[config.mk]
export PLATFORM = sky130hd
export DESIGN_NAME = ahb_rr_arbiter
export DESIGN_NICKNAME = d
export VERILOG_FILES = /design/src/rtl/ahb_rr_arbiter.sv
export SDC_FILE = /design/constraint.sdc
export NUM_CORES = 1
export LEC_CHECK = 0
export BUFFER_PORTS_ARGS = -buffer_cell sky130_fd_sc_hd__buf_4
export CORE_UTILIZATION = 58
export CTS_CLUSTER_SIZE = 12
export DETAILED_ROUTE_END_ITERATION = 10
export PLACE_DENSITY = 0.85
export SYNTH_ARGS = -nofsm -noshare
export SYNTH_HDL_FRONTEND = slang
export SYNTH_SLANG_ARGS = --single-unit
[constraint.sdc]
create_clock -name clk -period 3.2 [get_ports clk]
set_clock_uncertainty 0.05 [all_clocks]
set_input_delay 0.64 -clock clk [delete_from_list [all_inputs] [get_ports clk]]
set_output_delay 0.64 -clock clk [all_outputs]
set_load 0.01 [all_outputs]
[src/rtl/ahb_rr_arbiter.sv]
// Round-robin AHB-Lite arbiter: registered one-hot grant, address/data-phase
// owner tracking, locked-sequence hold and a per-tenure beat limit.
module ahb_rr_arbiter #(
    parameter int NM      = 4,
    parameter int MW      = 2,
    parameter int DEF_M   = 0,
    parameter int MAXBEAT = 16,
    parameter int TW      = 5
) (
    input  logic          clk,
    input  logic          rst_n,
    input  logic [NM-1:0] hreq_i,
    input  logic [NM-1:0] hlock_i,
    input  logic [1:0]    htrans_i,
    input  logic          hready_i,
    output logic [NM-1:0] hgrant_o,
    output logic [MW-1:0] hmaster_o,
    output logic [MW-1:0] hmaster_data_o,
    output logic          hmastlock_o
);

    typedef enum logic [1:0] {
        HT_IDLE   = 2'b00,
        HT_BUSY   = 2'b01,
        HT_NONSEQ = 2'b10,
        HT_SEQ    = 2'b11
    } htrans_e;

    localparam logic [NM-1:0] ONE_HOT_0 = {{(NM-1){1'b0}}, 1'b1};
    localparam logic [MW-1:0] DEF_IDX   = MW'(DEF_M);
    localparam logic [TW-1:0] MAX_T     = TW'(MAXBEAT);

    logic [NM-1:0] hgrant_q, hgrant_d;
    logic [MW-1:0] hmaster_q, hmaster_data_q;
    logic          hmastlock_q;
    logic [TW-1:0] tenure_q, tenure_d;

    logic [MW-1:0] g;
    logic [MW-1:0] target;
    logic          arb_ok;
    htrans_e       htrans;

    assign htrans = htrans_e'(htrans_i);

    // NOTE: every always_comb variable gets a default before any branch;
    // a path that leaves one unassigned would infer a latch.
    always_comb begin
        g = '0;
        for (int i = 0; i < NM; i++) begin
            if (hgrant_q[i]) g = MW'(i);
        end
    end

    // Arbitrate only at a burst boundary, never inside a locked sequence.
    assign arb_ok = hready_i && !hlock_i[g]
                 && (htrans != HT_BUSY) && (htrans != HT_SEQ)
                 && ((htrans == HT_IDLE) || !hreq_i[g] || (tenure_q == MAX_T));

    always_comb begin
        logic          found;
        logic [MW-1:0] idx;
        found  = 1'b0;
        idx    = '0;
        target = hreq_i[g] ? g : DEF_IDX;
        for (int k = 1; k < NM; k++) begin
            idx = MW'((int'(g) + k) % NM);
            if (!found && hreq_i[idx]) begin
                found  = 1'b1;
                target = idx;
            end
        end
        hgrant_d = arb_ok ? (ONE_HOT_0 << target) : hgrant_q;
    end

    always_comb begin
        tenure_d = tenure_q;
        if (hgrant_d != hgrant_q) begin
            tenure_d = '0;
        end else if (hready_i && (htrans == HT_NONSEQ || htrans == HT_SEQ)
                     && tenure_q != MAX_T) begin
            tenure_d = tenure_q + 1'b1;
        end
    end

    // NOTE: sequential state uses non-blocking assignments so every flop
    // samples the pre-edge values regardless of statement order.
    always_ff @(posedge clk or negedge rst_n) begin
        if (!rst_n) begin
            hgrant_q       <= ONE_HOT_0 << DEF_IDX;
            hmaster_q      <= DEF_IDX;
            hmaster_data_q <= DEF_IDX;
            hmastlock_q    <= 1'b0;
            tenure_q       <= '0;
        end else begin
            hgrant_q <= hgrant_d;
            tenure_q <= tenure_d;
            if (hready_i) begin
                hmaster_data_q <= hmaster_q;
                hmaster_q      <= g;
                hmastlock_q    <= hlock_i[g];
            end
        end
    end

    assign hgrant_o       = hgrant_q;
    assign hmaster_o      = hmaster_q;
    assign hmaster_data_o = hmaster_data_q;
    assign hmastlock_o    = hmastlock_q;

endmodule
==> results.json <==
{
  "synth-seq-cells": 14,
  "crit_type": "flip-flop to flip-flop",
  "cts_buffers": 3,
  "grt_pass1_vias": 987,
  "finalHoldViolCount": 0,
  "avgRoutedWirePerCell_um": 16.4,
  "track_usage": 0.292,
  "syn_area_sq_mm": 0.00115,
  "clk_pin_slew_ns": 0.09,
  "place.gp.congestion": 0.855,
  "antennaDiodeCount": 0,
  "crit_required_ns": 3.30,
  "worstReg2RegStart": "hgrant_o[3]",
  "p_per_area_mw_per_mm2": 991,
  "synth_area_leader_cell": "dfrtp_1",
  "postRouteAntennaNets": 0,
  "hp-class": "input port to async pin",
  "async_flop_share": 1.00,
  "rows": 15,
  "max_slew.worst_pin.slew_ns": 0.537,
  "areaGrowthSynthToFinish_pct": 16.2,
  "clock.fmax_mhz": 363,
  "ir_drop_v": 0.000570,
  "r2r-end": "tenure_q[3]",
  "ys_seq_area_frac": 0.305,
  "setup_violations": 0,
  "initial_core_util": 0.639,
  "grt-ovfl-total": 0,
  "yosys_warnings": 0,
  "rsz0062_at_grt": "no",
  "fp.dieW_um": 46.6,
  "drive_above_1_share": 0.248,
  "antenna_found_initial": 0,
  "post-synth-top-count-cell": "dfrtp_1",
  "core_area_sq_mm": 0.00180,
  "place_ws_ns": 0.461,
  "min_period_over_period": 0.862,
  "synth_cell_types": 44,
  "first_iter_violations": 47,
  "cts_hold_buf": 0,
  "cp_max_fo": 18,
  "cts-resized-gates": 0,
  "insertion_delay_ns": 0.29,
  "yosysTopAreaCellShare": 0.283,
  "dr.pass1.iters": 4,
  "setup_tns_ns": 0,
  "fin_hold_ws_ns": 0.128,
  "dp_hpwl_um": 2150,
  "htreeDepth": 1,
  "portBuffers": 21,
  "synth_edf_count": 0,
  "worstPathArrival_ns": 2.86,
  "synth.avg_cell_area_sq_um": 8.92,
  "syn_nets": 144,
  "cts.sink_count": 14,
  "reg2reg_depth": 6,
  "slew_headroom": 0.642,
  "root_buffer": "clkbuf_4",
  "wirelength_um": 2860,
  "end_kind": "flip-flop",
  "startpoint_type": "flip-flop",
  "die_y_um": 46.6,
  "synth-main-ff-cell": "dfrtp_1",
  "ioPinCount": 22,
  "reg2reg_slack_ns": 0.44,
  "nets": 165,
  "yosys-top-cells-count": "dfrtp_1 (13), nand2_1 (11), nor2_1 (10)",
  "die_area_sq_mm": 0.00217,
  "drc": 0,
  "finalCriticalPeriod_ns": 2.76,
  "synth.area.top_cells": "dfrtp_1 (28%), mux2i_1 (7.8%), o21ai_0 (3.9%), o41ai_1 (3.8%), nand2_1 (3.6%)",
  "postCtsSetupBuffers": 0,
  "leakage_nw": 0.564,
  "fin_ws_ns": 0.441,
  "max-cap-violations": 0,
  "netlist_instances": 129,
  "cts_max_path_buffers": 2,
  "grt_max_degree": 19,
  "vias_per_cell": 6.33,
  "fillers": 141,
  "maxSlewViolCount": 0,
  "outcome": "complete, no violations",
  "cts_tree": "done",
  "route.vias.total": 1101,
  "grt_pass1_wl_um": 4330
}
==> power breakdown <==
group          leakage [nW]  internal, mW  switching, mW  total, mW
clock                0.0150        0.0486         0.0609      0.110
combinational         0.383         0.377          0.461      0.838
sequential            0.166         0.264          0.114      0.378
==> critical path, stage by stage (launching register included) <==
cell and delay, ns:
dfrtp_1 0.69, nor2_1 0.23, a211oi_1 0.43, and2_4 0.25, nor2_1 0.08, o32a_1 0.43, o41ai_1 0.46
==> registers in the layout, indices dropped and copies added (netlist names) <==
register and flops:
tenure_q 5, hgrant_o 4, hmaster_data_o 2, hmaster_o 2, hmastlock_o 1
==> routing by layer <==
metal | wire (um) | GRT usage | up-vias
met4 | 51 | 0.118 | 0
li1 | - | - | 529
met5 | 0 | 0 | -
met1 | 1200 | 0.318 | 532
met2 | 1510 | 0.556 | 33
met3 | 95 | 0.0353 | 7
==> worst max path at each step <==
| stage | start | to | slack, ns | depth (start not counted) |
|---|---|---|---|---|
| 3_3_place_gp | hreq_i[1] | tenure_q[3] | 0.52 | 7 |
| 6_report | hgrant_o[3] | tenure_q[3] | 0.44 | 6 |
| 4_1_cts | hgrant_o[3] | tenure_q[3] | 0.55 | 6 |
| 2_1_floorplan | hreq_i[1] | tenure_q[0] | 0.81 | 7 |
| 5_1_grt | hgrant_o[2] | tenure_q[0] | 0.29 | 6 |
| 3_5_place_dp | hreq_i[1] | tenure_q[3] | 0.46 | 7 |
==> cell type report <==
type,count,area [sq um],share of cell area
Timing Repair Buffer,24,180,0.135
Inverter,6,22.5,0.0168
Clock buffer,4,26.3,0.0196
Sequential cell,14,352,0.263
Tap cell,25,31.3,0.0234
Multi-Input combinational cell,101,726,0.543
==> cell families (layout without fill, tap and decap cells) <==
logic type | count (synthesis) | after routing | synth area share
AO/OA/AOI/OAI | 43 | 43 | 0.288
XOR/XNOR | 4 | 4 | 0.0304
adder cells (fa/ha/maj) | 2 | 2 | 0.0217
buffers and inverters | 14 | 34 | 0.0641
flip-flops | 14 | 14 | 0.305
multiplexers | 12 | 12 | 0.108
AND/OR/NAND/NOR | 40 | 40 | 0.183
==> layout by cell type, fill, tap and decap left out, types with 3 or more instances in the layout <==
master / Yosys / routed
buf_4: 1 / 24
dfrtp_1: 13 / 13
nand2_1: 11 / 11
nor2_1: 10 / 10
mux2i_1: 9 / 9
o21ai_0: 9 / 9
inv_1: 6 / 6
nor2b_1: 5 / 5
a21oi_1: 5 / 5
o41ai_1: 5 / 5
a22o_1: 4 / 4
xnor2_1: 4 / 4
nand3_1: 3 / 3
mux2_2: 3 / 3
clkbuf_4: 0 / 3
==> per-stage QoR <==
step	std cells	area [sq um]	utilization	total power [mW]
5_1_grt	174	1340	0.742	1.42
3_5_place_dp	170	1310	0.728	1.20
3_3_place_gp	170	1310	0.728	1.16
2_1_floorplan	129	1150	-	0.961
6_report	174	1340	0.742	1.33
4_1_cts	174	1340	0.742	1.31
Power figures use the tool's default switching activity.
